File: src/rtl/ca_cmd_scheduler_if.sv
// Command-scheduler bus: requester side (per-requester command fields plus
// one-hot grant) and distributor side (CA beat, valid, rank tag, ready).
//   master : drives requests and distributor ready, observes grants/beats
//   slave  : the scheduler itself
interface ca_cmd_scheduler_if #(
  parameter int NUM_REQ   = 3,
  parameter int CA_WIDTH  = 14,
  parameter int RANK_BITS = 2
);
  logic [NUM_REQ-1:0]                     req_valid;
  logic [NUM_REQ-1:0][2*CA_WIDTH-1:0]     req_ca;
  logic [NUM_REQ-1:0][RANK_BITS-1:0]      req_rank;
  logic [NUM_REQ-1:0]                     req_two_beat;
  logic [NUM_REQ-1:0]                     req_urgent;
  logic [NUM_REQ-1:0]                     req_ready;
  logic [CA_WIDTH-1:0]                    ca_out;
  logic                                   ca_valid_out;
  logic [RANK_BITS-1:0]                   ca_rank_out;
  logic                                   ca_ready_in;

  modport master (
    output req_valid, req_ca, req_rank, req_two_beat, req_urgent, ca_ready_in,
    input  req_ready, ca_out, ca_valid_out, ca_rank_out
  );

  modport slave (
    input  req_valid, req_ca, req_rank, req_two_beat, req_urgent, ca_ready_in,
    output req_ready, ca_out, ca_valid_out, ca_rank_out
  );
endinterface

File: src/rtl/ca_cmd_scheduler.sv
// CA command scheduler: arbitrates NUM_REQ command sources onto the single CA
// input of the distributor. One atomic 1- or 2-beat command is issued at a
// time; a programmable idle gap follows each command. Urgent requests win
// (lowest index first), otherwise round-robin from rr_ptr.
// Ports:
//   clk, rst_n   clock, asynchronous active-low reset
//   enable       permits new grants
//   cfg_gap      idle cycles after each command's final beat
//   bus          slave side of ca_cmd_scheduler_if (requests/grants, CA beats)
//   grant_id     index of the last granted requester
//   busy         high whenever the FSM is not idle
//   cmd_count    commands completed, wrapping
module ca_cmd_scheduler #(
  parameter int NUM_REQ   = 3,
  parameter int CA_WIDTH  = 14,
  parameter int RANK_BITS = 2,
  parameter int GAP_BITS  = 4,
  localparam int GRANT_W  = $clog2(NUM_REQ)
) (
  input  logic                clk,
  input  logic                rst_n,
  input  logic                enable,
  input  logic [GAP_BITS-1:0] cfg_gap,
  ca_cmd_scheduler_if.slave   bus,
  output logic [GRANT_W-1:0]  grant_id,
  output logic                busy,
  output logic [31:0]         cmd_count
);

  localparam logic [1:0] IDLE  = 2'd0;
  localparam logic [1:0] SEND0 = 2'd1;
  localparam logic [1:0] SEND1 = 2'd2;
  localparam logic [1:0] GAP   = 2'd3;

  logic [1:0]          state;
  logic [GRANT_W-1:0]  rr_ptr;
  logic [GAP_BITS-1:0] gap_cnt;
  logic                two_beat;
  logic [CA_WIDTH-1:0] beat1;

  logic                final_beat;
  logic                arb_point;
  logic                grant;
  logic [GRANT_W-1:0]  winner;
  logic                found;
  logic [GRANT_W:0]    rr_sum;
  logic [GRANT_W-1:0]  rr_idx;

  // The beat on the bus this cycle is the last one of the current command.
  assign final_beat = bus.ca_ready_in &&
                      (((state == SEND0) && !two_beat) || (state == SEND1));
  // Back-to-back issue is only possible when no gap is requested.
  assign arb_point  = (state == IDLE) || (final_beat && (cfg_gap == '0));
  assign grant      = rst_n && enable && (|bus.req_valid) && arb_point;
  assign busy       = (state != IDLE);

  always_comb begin
    winner = '0;
    found  = 1'b0;
    rr_sum = '0;
    rr_idx = '0;
    for (int i = 0; i < NUM_REQ; i++) begin
      if (!found && bus.req_valid[i] && bus.req_urgent[i]) begin
        winner = GRANT_W'(i);
        found  = 1'b1;
      end
    end
    for (int i = 0; i < NUM_REQ; i++) begin
      rr_sum = {1'b0, rr_ptr} + (GRANT_W+1)'(i);
      if (rr_sum >= (GRANT_W+1)'(NUM_REQ))
        rr_sum = rr_sum - (GRANT_W+1)'(NUM_REQ);
      rr_idx = rr_sum[GRANT_W-1:0];
      if (!found && bus.req_valid[rr_idx]) begin
        winner = rr_idx;
        found  = 1'b1;
      end
    end
  end

  always_comb begin
    bus.req_ready = '0;
    if (grant)
      bus.req_ready[winner] = 1'b1;
  end

  always_ff @(posedge clk or negedge rst_n) begin
    if (!rst_n) begin
      state            <= IDLE;
      rr_ptr           <= '0;
      gap_cnt          <= '0;
      two_beat         <= 1'b0;
      beat1            <= '0;
      bus.ca_out       <= '0;
      bus.ca_valid_out <= 1'b0;
      bus.ca_rank_out  <= '0;
      grant_id         <= '0;
      cmd_count        <= '0;
    end else begin
      if (final_beat)
        cmd_count <= cmd_count + 32'd1;

      if (grant) begin
        // Whole command is captured now; req_valid may drop afterwards.
        bus.ca_out       <= bus.req_ca[winner][CA_WIDTH-1:0];
        beat1            <= bus.req_ca[winner][2*CA_WIDTH-1:CA_WIDTH];
        bus.ca_rank_out  <= bus.req_rank[winner];
        two_beat         <= bus.req_two_beat[winner];
        grant_id         <= winner;
        bus.ca_valid_out <= 1'b1;
        state            <= SEND0;
        // Urgent grants also advance the pointer.
        if (winner == GRANT_W'(NUM_REQ-1))
          rr_ptr <= '0;
        else
          rr_ptr <= winner + 1'b1;
      end else if (final_beat) begin
        bus.ca_valid_out <= 1'b0;
        if (cfg_gap != '0) begin
          gap_cnt <= cfg_gap;
          state   <= GAP;
        end else begin
          state   <= IDLE;
        end
      end else if ((state == SEND0) && bus.ca_ready_in) begin
        // Not final, so this is a two-beat command: move to beat1.
        bus.ca_out <= beat1;
        state      <= SEND1;
      end else if (state == GAP) begin
        gap_cnt <= gap_cnt - 1'b1;
        if (gap_cnt == GAP_BITS'(1))
          state <= IDLE;
      end
    end
  end

endmodule

File: src/flat_wrapper.sv
// flat-port wrapper written by rule: the top's interface ports become plain ports
module ca_cmd_scheduler_flat 
#(
  parameter int NUM_REQ   = 3,
  parameter int CA_WIDTH  = 14,
  parameter int RANK_BITS = 2,
  parameter int GAP_BITS  = 4,
  localparam int GRANT_W  = $clog2(NUM_REQ)
)
  (clk, rst_n, enable, cfg_gap, grant_id, busy, cmd_count, bus_req_valid, bus_req_ca, bus_req_rank, bus_req_two_beat, bus_req_urgent, bus_ca_ready_in, bus_req_ready, bus_ca_out, bus_ca_valid_out, bus_ca_rank_out);
  ca_cmd_scheduler_if #(.NUM_REQ(NUM_REQ), .CA_WIDTH(CA_WIDTH), .RANK_BITS(RANK_BITS)) bus_i ();
  input  logic clk;
  input  logic rst_n;
  input  logic enable;
  input  logic [GAP_BITS-1:0] cfg_gap;
  output logic [GRANT_W-1:0] grant_id;
  output logic busy;
  output logic [31:0] cmd_count;
  input wire logic [$bits(bus_i.req_valid)-1:0] bus_req_valid;
  input wire logic [$bits(bus_i.req_ca)-1:0] bus_req_ca;
  input wire logic [$bits(bus_i.req_rank)-1:0] bus_req_rank;
  input wire logic [$bits(bus_i.req_two_beat)-1:0] bus_req_two_beat;
  input wire logic [$bits(bus_i.req_urgent)-1:0] bus_req_urgent;
  input wire logic [$bits(bus_i.ca_ready_in)-1:0] bus_ca_ready_in;
  output wire logic [$bits(bus_i.req_ready)-1:0] bus_req_ready;
  output wire logic [$bits(bus_i.ca_out)-1:0] bus_ca_out;
  output wire logic [$bits(bus_i.ca_valid_out)-1:0] bus_ca_valid_out;
  output wire logic [$bits(bus_i.ca_rank_out)-1:0] bus_ca_rank_out;
  assign bus_i.req_valid = bus_req_valid;
  assign bus_i.req_ca = bus_req_ca;
  assign bus_i.req_rank = bus_req_rank;
  assign bus_i.req_two_beat = bus_req_two_beat;
  assign bus_i.req_urgent = bus_req_urgent;
  assign bus_i.ca_ready_in = bus_ca_ready_in;
  assign bus_req_ready = bus_i.req_ready;
  assign bus_ca_out = bus_i.ca_out;
  assign bus_ca_valid_out = bus_i.ca_valid_out;
  assign bus_ca_rank_out = bus_i.ca_rank_out;
  ca_cmd_scheduler #(.NUM_REQ(NUM_REQ), .CA_WIDTH(CA_WIDTH), .RANK_BITS(RANK_BITS), .GAP_BITS(GAP_BITS)) u_core (.clk(clk), .rst_n(rst_n), .enable(enable), .cfg_gap(cfg_gap), .bus(bus_i), .grant_id(grant_id), .busy(busy), .cmd_count(cmd_count));
endmodule
File: config.mk
export PLATFORM = sky130hd
export DESIGN_NAME = ca_cmd_scheduler_flat
export DESIGN_NICKNAME = d
export VERILOG_FILES = /design/src/rtl/ca_cmd_scheduler_if.sv /design/src/rtl/ca_cmd_scheduler.sv /design/src/flat_wrapper.sv
export SDC_FILE = /design/constraint.sdc
export NUM_CORES = 1
export LEC_CHECK = 0
export ABC_AREA = 0
export BUFFER_PORTS_ARGS = -buffer_cell sky130_fd_sc_hd__buf_2
export CAP_MARGIN = 15
export CORE_MARGIN = 2
export CORE_UTILIZATION = 44
export CTS_CLUSTER_SIZE = 25
export DETAILED_ROUTE_END_ITERATION = 6
export GPL_ROUTABILITY_DRIVEN = 0
export PLACE_DENSITY_LB_ADDON = 0.08
export SYNTH_ARGS = -nofsm -noshare
export SYNTH_HDL_FRONTEND = slang
export SYNTH_SLANG_ARGS = --single-unit
File: constraint.sdc
create_clock -name clk -period 2.35 [get_ports clk]
set_clock_uncertainty 0.15 [all_clocks]
set_input_delay 0.235 -clock clk [delete_from_list [all_inputs] [get_ports clk]]
set_output_delay 0.235 -clock clk [all_outputs]
set_load 0.01 [all_outputs]
# Yosys cells after proc, flatten, opt, wreduce, memory -nomap -nowiden
# Index checks and enable logic that the tools add are counted.
# word_totals
out_inout_bits	55
word_cells	116
in_bits	107
regBits	74
# op_classes
n_addsub	8
n_reduce_logical	37
order_cmp	8
mux	44
n_bitwise	1
eq_ne	8
# ops
operator	count
28-bit binary-select mux with 2-bit select	1
14-bit two-way mux	3
32-bit by 1-bit adder with 32-bit output, second input constant	1
2-bit two-way mux	15
28-bit two-way mux	1
1-bit logical AND	16
4-bit two-way mux	4
1-bit two-way mux	13
2-bit by 3-bit < comparator with 1-bit output, second input constant	4
4-bit nonzero test	3
1-bit binary-select mux with 2-bit select	4
2-bit nonzero test	4
2-bit equality test, second input constant	3
3-bit by 2-bit greater-or-equal comparator with 1-bit output, second input constant	2
1-bit zero test	6
2-bit subtractor, second input constant	3
2-bit binary-select mux with 2-bit select	1
4-bit by 1-bit equality test with 1-bit output, second input constant	1
4-bit zero test	1
2-bit != test, second input constant	2
2-bit AND reduction	2
4-bit AND reduction	1
4-bit by 1-bit subtractor with 4-bit output, second input constant	1
2-bit by 1-bit adder with 3-bit output, second input constant	1
12 further kinds	13

# Longest topological paths before layout
# Gate-level depths: netlist of the first run.
# depth
word_depth	24
mapped_depth	11
ltp_nobuf	8

# Worst setup path before layout of the first run
# Ideal clock, no wire load.
# synth_path
path_type	reg2reg
from	reg u_core.rr_ptr[0]
to	reg u_core.bus.ca_out[12]
arrival_ns	2.121
required_time_ns	2.074
path_slack_ns	-0.047
n_path_buf	2
synth_period_minus_slack_ns	2.397
path_stages_with_launch	11
setup_time_ns	0.126
cell_sequence	dfrtp_1 -> inv_1 -> ha_1 -> buf_2 -> o21ai_1 -> a32oi_1 -> nand4_1 -> o31ai_4 -> nor3_2 -> buf_6 -> a221o_1
# synth_via
elab_chain_cells	15
elab_cells_between_ends	30
classes_between	5 x add/sub; 3 x order compare; 17 x mux; 5 x reduce/logical
# synth_lines
item	line	source
start, declared	ca_cmd_scheduler.sv:36	logic [GRANT_W-1:0] rr_ptr;
start signal, assigned	ca_cmd_scheduler.sv:115	rr_ptr <= winner + 1'b1;
parallel branches: the longest is 11 deep, another holds 2-bit by 1-bit adder with 3-bit output	--	
2-bit two-way mux (*)	ca_cmd_scheduler.sv:73	if (!found && bus.req_valid[rr_idx]) begin
28-bit binary-select mux with 2-bit select (*)	ca_cmd_scheduler.sv:104	bus.ca_out <= bus.req_ca[winner][CA_WIDTH-1:0];
28-bit two-way mux (implied by the code) (*)	ca_cmd_scheduler.sv:104	
14-bit two-way mux (*)	ca_cmd_scheduler.sv:102	if (grant) begin
end signal, assigned	ca_cmd_scheduler.sv:104	
end signal, assigned	ca_cmd_scheduler.sv:126	bus.ca_out <= beat1;
end, declared	ca_cmd_scheduler_if.sv:28	output req_ready, ca_out, ca_valid_out, ca_rank_out
# Every way passes the cells marked *. The select of a mux whose other input is x is not followed.
# A chain may end at the register's enable or synchronous reset.

# Worst setup path after layout of the first run
# layout_path
from	reg u_core.rr_ptr[0]
to	out bus_req_ready[0]
# layout_via
elab_chain_cells	17
elab_cells_between_ends	33
classes_between	5 x add/sub; 5 x order compare; 17 x mux; 6 x reduce/logical
# layout_lines
item	line	source
parallel branches: the longest is 11 deep, another holds 2-bit by 1-bit adder with 3-bit output	--	
2-bit two-way mux (*)	ca_cmd_scheduler.sv:73	
2-bit by 3-bit < comparator with 1-bit output (implied by the code) / 2-bit by 1-bit greater-or-equal comparator with 1-bit output (equally long branches)	ca_cmd_scheduler.sv:83	bus.req_ready[winner] = 1'b1;
1-bit logical AND (implied by the code)	ca_cmd_scheduler.sv:83	
1-bit two-way mux (implied by the code)	ca_cmd_scheduler.sv:83	
1-bit demux with 2-bit select (*)	--	
3-bit two-way mux (*)	ca_cmd_scheduler.sv:82	if (grant)
end, declared	flat_wrapper.sv:25	output wire logic [$bits(bus_i.req_ready)-1:0] bus_req_ready;
# Marked as above.

==> results.py, run 1 <==
metrics = {
    "sta": {
        "fin_ws_ns": -0.257,
        "tns_ns": -5.33,
        "whs_ns": -0.00785,
        "slew_viol_final": 0,
        "grt_setup_unrepaired": "yes",
        "timing.slew.headroom": 0.370,
        "setup_violations": 35,
        "min_period_ns": 2.61,
        "worst_pin_slew_ns": 0.945,
        "fin_crit_sh": 1.11,
        "hold_viol": 4,
        "timing.fmax_mhz": 384,
    },
    "place": {
        "io_buffer_count": 161,
        "dp_hpwl_um": 8150,
        "dp_cells": 664,
    },
    "setup_path": {
        "critPathCaptureType": "output port",
        "cp.arrival_ns": 2.22,
        "crit_path_top_delay_cell": "dfrtp_2",
        "startpoint_type": "flop",
        "required_ns": 1.97,
        "r2r_slack_ns": -0.23,
        "rr_startpoint": "u_core.rr_ptr[0]$_DFFE_PN0N_",
        "path_class": "flop to output port",
        "r2r.worst_path.cells": 10,
        "cp_cell_sequence": "inv_2 -> ha_4 -> o21ai_2 -> a32oi_2 -> nand4_1 -> o31ai_4 -> buf_4 -> nor3_4 -> buf_12 -> buf_6",
        "crit_buf_inv": 4,
        "path_max_fanout": 7,
        "cp_top_family": "compound AO/OA/AOI/OAI gates",
        "r2r_end": "u_core.bus.ca_out[11]$_DFFE_PN0P_",
        "slowest_delay_ns": 0.41,
    },
    "yosys": {
        "synth.avg_cell_area_um2": 10.3,
        "synth-edff-count": 0,
        "synth_top_area_cell": "dfrtp_1",
        "synth.area.top_cells": "dfrtp_1 47%, xnor2_1 5.5%, nor2_1 4.3%",
        "synthFlopType": "dfrtp_1",
        "synth_area_mm2": 0.00398,
        "synth_cells": 388,
        "syn_nets": 500,
        "yosys_warnings": 0,
        "ys_seq_area_frac": 0.465,
        "ys_types": 47,
        "async_reset_ff_frac": 1.00,
        "yosys_register_bits": 74,
        "synth_top_cell_area_share": 0.465,
    },
    "final_layout": {
        "final_cells": 731,
        "layout_common_cells": "159 x buf_2, 73 x dfrtp_1, 46 x nor2_1",
        "antenna_cells": 0,
        "fillCellCount": 703,
        "final_nets": 730,
        "layout-drive-gt1-share": 0.411,
        "layout_commonest_cell": "buf_2",
        "area_growth_pct": 47.4,
    },
    "clock_network": {
        "clock_latency_ns": 0.34,
        "cts_buffer_depth": 2,
        "cts_buffers": 9,
        "clk_pin_slew_ns": 0.08,
        "cts_sinks": 74,
        "cts_tree": "built",
        "cts.htree.levels": 3,
        "cts-root-buf": "clkbuf_8",
    },
    "status": {
        "status": "finished, violations left",
        "violations": "negative hold slack, negative setup slack",
    },
    "global_routing": {
        "gr-total-overflow": 0,
        "antenna_found_initial": 0,
        "busiest_layer": "met2",
        "grt.total_usage": 0.248,
        "met3_usage": 0.0450,
        "grt_pass1_vias": 4138,
        "use_met1": 0.301,
        "grt_util_met2": 0.422,
        "grt_pass1_wl_um": 19400,
        "grt_max_degree": 75,
    },
    "power_and_ir_drop": {
        "leakage_nw": 2.96,
        "seqPwrFrac": 0.368,
        "switching_share": 0.379,
        "clock_power_share": 0.164,
        "power_mw": 5.36,
        "switching_power_mw": 2.03,
        "vdd_drop_max_mv": 0.535,
        "power.internal_mw": 3.33,
        "p_per_area_mw_per_mm2": 914,
        "power_frac_comb": 0.468,
    },
    "job": {
        "max_cap_viol_count": 0,
    },
    "floorplan": {
        "die_h_um": 99.1,
        "row_count": 34,
        "io_pins": 162,
        "coreArea_mm2": 0.00876,
        "dieArea_mm2": 0.00982,
        "die_x_um": 99.1,
        "initial_utilization": 0.454,
    },
    "detailed_routing": {
        "routed_via_density": 5.55,
        "vias": 4059,
        "wirelength_um": 12300,
        "drt-initial-drc-count": 171,
        "drt_pass1_iterations": 5,
        "post-route-drc-count": 0,
        "ant_nets": 0,
        "detail_route.wl_per_cell_um": 16.8,
    },
    "hold_path": {
        "hp-class": "input port to asynchronous set/reset pin",
    },
}
worst max-delay path by stage:
stage / start / cells past startpoint / end / slack (ns)
after global routing: u_core.rr_ptr[0]$_DFFE_PN0N_ / 10 / bus_req_ready[0] / -0.35
after detailed placement: u_core.rr_ptr[0]$_DFFE_PN0N_ / 10 / u_core.bus.ca_out[13]$_DFFE_PN0P_ / -0.15
after global placement: u_core.rr_ptr[1]$_DFFE_PN0N_ / 10 / u_core.bus.ca_out[13]$_DFFE_PN0P_ / -0.09
after CTS: u_core.rr_ptr[0]$_DFFE_PN0N_ / 10 / bus_req_ready[0] / -0.32
after floorplan: u_core.rr_ptr[0]$_DFFE_PN0N_ / 10 / u_core.bus.ca_out[12]$_DFFE_PN0P_ / -0.002
final: u_core.rr_ptr[0]$_DFFE_PN0N_ / 10 / bus_req_ready[0] / -0.26
repair_timing:
action / CTS / global route
hold buffers: 43 / 0
setup buffers: 6 / 1
resized for setup: 18 / 10
endpoints found under the hold margin: 31 / 0
setup endpoints to repair: 35 / 36
cloned: 1 / 0
pin swaps: 8 / 4
final cells by class:
| type | count | area [µm²] | share of cell area |
|---|---|---|---|
| clock buffers | 9 | 124 | 0.0211 |
| clock inverters | 7 | 46.3 | 0.00789 |
| inverters | 10 | 37.5 | 0.00640 |
| multi-input cells | 279 | 2060 | 0.352 |
| flip-flops and latches | 74 | 1850 | 0.316 |
| well taps | 108 | 135 | 0.0230 |
| repair buffers | 244 | 1610 | 0.274 |
synth_stat cells, drive strengths merged (12+ instances only):
cell / count
nand2: 24
buf: 19
a221o: 14
a31o: 14
a221oi: 17
dfrtp: 74
mux2i: 15
nor2: 46
xnor2: 25
o21ai: 16
nand4: 12
o2bb2ai: 17
worst reg2reg max path: stages, from the launching register on:
cell and delay [ns]:
dfrtp_2 0.44, inv_2 0.07, ha_4 0.22, nor2b_2 0.16
o21ai_0 0.19, a211oi_1 0.10, o22a_2 0.27, buf_4 0.15
buf_4 0.19, a31o_2 0.26, a221o_1 0.26
registers in the layout, summed over array words and instances (netlist names):
| signal | count |
|---|---|
| u_core.bus.ca_out | 14 |
| u_core.gap_cnt | 4 |
| u_core.bus.ca_rank_out | 2 |
| u_core.grant_id | 2 |
| u_core.bus.ca_valid_out | 1 |
| u_core.two_beat | 1 |
| u_core.rr_ptr | 2 |
| u_core.beat1 | 14 |
| u_core.state | 2 |
| u_core.cmd_count | 32 |
power groups by stage:
| stage | clock, mW | combinational (mW) | sequential, mW |
|---|---|---|---|
| global placement | 0 | 2.18 | 1.97 |
| CTS | 0.900 | 2.44 | 1.97 |
| detailed placement | 0 | 2.23 | 1.98 |
| finish | 0.877 | 2.51 | 1.97 |
| floorplan | 0 | 1.38 | 2.00 |
| global route | 0.952 | 2.75 | 2.03 |
per-layer routing:
| layer | vias to the layer above | wire (µm) | part of all wire |
|---|---|---|---|
| met2 | 183 | 6030 | 0.49 |
| met3 | 41 | 789 | 0.064 |
| met5 | - | 0 | 0 |
| met1 | 1925 | 4970 | 0.41 |
| met4 | 0 | 473 | 0.039 |
| li1 | 1910 | - | - |
through the flow:
step | instance area (µm²) | worst slack [ns] | util
after global routing | 5870 | -0.354 | 0.669
after CTS | 5810 | -0.316 | 0.662
final | 5870 | -0.257 | 0.669
after global placement | 5060 | -0.0894 | 0.577
after floorplan | 3980 | -0.00214 | -
after detailed placement | 5060 | -0.153 | 0.577
kinds of logic (layout without fill, tap and decap cells):
| group | Yosys count | count (layout) | synth area share |
|---|---|---|---|
| fa+ha+maj | 5 | 5 | 0.0157 |
| compound gates | 106 | 106 | 0.216 |
| simple gates | 122 | 122 | 0.151 |
| mux | 15 | 15 | 0.0377 |
| buf+inv | 35 | 270 | 0.0462 |
| xor+xnor | 31 | 31 | 0.0682 |
| flops | 74 | 74 | 0.465 |
(Power assumes the default switching activity.)
==> run 2, diff against run 1 <==
- CTS_CLUSTER_SIZE: 25 -> default
- PLACE_DENSITY: default -> 0.75
- PLACE_DENSITY_LB_ADDON: 0.08 -> default
==> run 2 against run 1 <==
The flow still finishes with violations (negative hold slack, negative setup slack). First-iteration DRC count grew 50%. Final cell count grew 2.1%. Die area is the same. Clock power grew 22%. Flip-flop and latch count is the same. Via count grew 7.9%. Clock-buffer cell count grew 1. Critical path depth is the same. Combinational power grew 19%.
==> results.py, run 2 (synthesized netlist as in run 1, its figures left out) <==
metrics = {
    "sta": {
        "slew_viol_final": 0,
        "setup_violations": 37,
        "timing.fmax_mhz": 365,
        "hold_viol": 41,
        "min_period_ns": 2.74,
        "timing.slew.headroom": 0.379,
        "tns_ns": -10.28,
        "fin_crit_sh": 1.17,
        "whs_ns": -0.0325,
        "fin_ws_ns": -0.393,
        "grt_setup_unrepaired": "yes",
        "worst_pin_slew_ns": 0.932,
    },
    "setup_path": {
        "cpMostUsedCell": "buf_6",
        "crit_buf_inv": 4,
        "cp-startpoint": "u_core.rr_ptr[0]$_DFFE_PN0N_",
        "cp-endpoint": "bus_req_ready[0]",
        "slowest_delay_ns": 0.42,
        "crit_path_top_delay_cell": "dfrtp_1",
        "r2r_end": "u_core.bus.ca_out[1]$_DFFE_PN0P_",
        "path_max_fanout": 6,
        "cp_num_cells": 10,
        "critPathCaptureType": "output port",
        "cp.arrival_ns": 2.36,
        "r2r_slack_ns": -0.37,
        "cp_cell_sequence": "buf_6 -> ha_4 -> buf_6 -> o21ai_2 -> a32oi_1 -> o22a_1 -> o22a_2 -> nor3_4 -> buf_12 -> buf_6",
        "cp_top_family": "compound AO/OA/AOI/OAI gates",
        "required_ns": 1.97,
        "r2r.worst_path.cells": 13,
        "path_class": "flop to output port",
        "rr_startpoint": "u_core.rr_ptr[0]$_DFFE_PN0N_",
        "startpoint_type": "flop",
    },
    "place": {
        "io_buffer_count": 161,
        "dp_hpwl_um": 8280,
        "place_area_mm2": 0.00505,
    },
    "global_routing": {
        "grt_pass1_wl_um": 22500,
        "grt_pass1_vias": 4467,
        "grt.total_usage": 0.289,
        "grt_max_degree": 75,
        "gr-total-overflow": 0,
        "antenna_found_initial": 1,
    },
    "power_and_ir_drop": {
        "vdd_drop_max_mv": 0.554,
        "p_per_area_mw_per_mm2": 967,
        "leakage_nw": 3.12,
    },
    "detailed_routing": {
        "post-route-drc-count": 0,
        "routed_via_density": 5.87,
        "detail_route.wl_per_cell_um": 20.2,
        "ant_nets": 0,
        "drt-initial-drc-count": 256,
        "drt_pass1_iterations": 5,
        "wirelength_um": 15100,
        "vias": 4381,
    },
    "floorplan": {
        "coreArea_mm2": 0.00876,
        "die_x_um": 99.1,
        "initial_utilization": 0.454,
        "io_pins": 162,
        "row_count": 34,
        "dieArea_mm2": 0.00982,
        "die_h_um": 99.1,
    },
    "clock_network": {
        "cts_buffer_depth": 2,
        "clk_pin_slew_ns": 0.09,
        "cts-root-buf": "clkbuf_8",
        "cts_buffers": 9,
        "cts.htree.levels": 3,
        "cts_tree": "built",
        "clock_latency_ns": 0.36,
        "cts_sinks": 74,
    },
    "final_layout": {
        "area_growth_pct": 57.7,
        "regMostFlops": "u_core.cmd_count",
        "layout_commonest_cell": "buf_2",
        "largest_register_ffs": 32,
        "layout_common_cells": "157 x buf_2, 73 x dfrtp_1, 45 x nor2_1, 45 x dlygate4sd3_1, 33 x buf_4",
        "final_cell_area_mm2": 0.00628,
        "final_nets": 744,
        "fillCellCount": 571,
        "layout-drive-gt1-share": 0.446,
        "largestRegisters": "u_core.cmd_count: 32 flops, u_core.beat1: 14 flops, u_core.bus.ca_out: 14 flops",
    },
    "status": {
        "violations": "negative hold slack, negative setup slack",
        "status": "finished, violations left",
    },
    "hold_path": {
        "hp-class": "input port to asynchronous set/reset pin",
    },
    "job": {
        "max_cap_viol_count": 0,
    },
}
## run 2: per-layer routing
layer | global-route usage | wire length [µm]
met1 | 0.339 | 5440
met4 | 0.160 | 834
met5 | 0 | 0
met2 | 0.484 | 7400
met3 | 0.0745 | 1400
## run 2: worst min path at each step
stage                                            endpoint  slack [ns]  depth (start not counted)
floorplan                     u_core.beat1[0]$_DFFE_PN0N_       -0.21                          0
global placement    u_core.bus.ca_rank_out[0]$_DFFE_PN0N_        0.30                          2
detailed placement           u_core.beat1[13]$_DFFE_PN0N_        0.30                          2
CTS                           u_core.two_beat$_DFFE_PN0N_        0.01                          2
global route                  u_core.beat1[3]$_DFFE_PN0N_        0.03                          3
finish                      u_core.gap_cnt[0]$_DFFE_PN0P_       -0.03                          2
## run 2: area by class of cell
cell class,instances,area [µm²],share of cell area
tap,108,135,0.0215
antenna,1,2.50,0.000399
clock buffer,10,138,0.0219
multi-input combinational,279,2180,0.348
clock inverter,6,72.6,0.0116
timing repair buffer,258,1860,0.296
inverter,10,37.5,0.00598
sequential,74,1850,0.295
## run 2: through the flow
step	std cells	setup slack (ns)	util	power, mW
floorplan	388	-0.00214	-	3.38
global placement	661	-0.0612	0.576	4.12
detailed placement	661	-0.213	0.576	4.22
CTS	738	-0.280	0.701	5.71
global route	746	-0.458	0.716	6.39
finish	746	-0.393	0.716	6.07
## run 2: what timing repair did
action / 4_1_cts / 5_1_grt
setup buffers: 13 / 7
gates resized for setup: 49 / 23
endpoints found under the hold margin: 31 / 0
pin swaps: 20 / 10
hold buffers: 45 / 0
endpoints found under the setup margin: 37 / 37
gates cloned: 4 / 0
## run 2: where the power goes
group / total [mW] / switching [mW] / internal (mW)
sequential: 2.01 / 0.335 / 1.68
clock: 1.07 / 0.535 / 0.533
combinational: 2.99 / 1.53 / 1.46
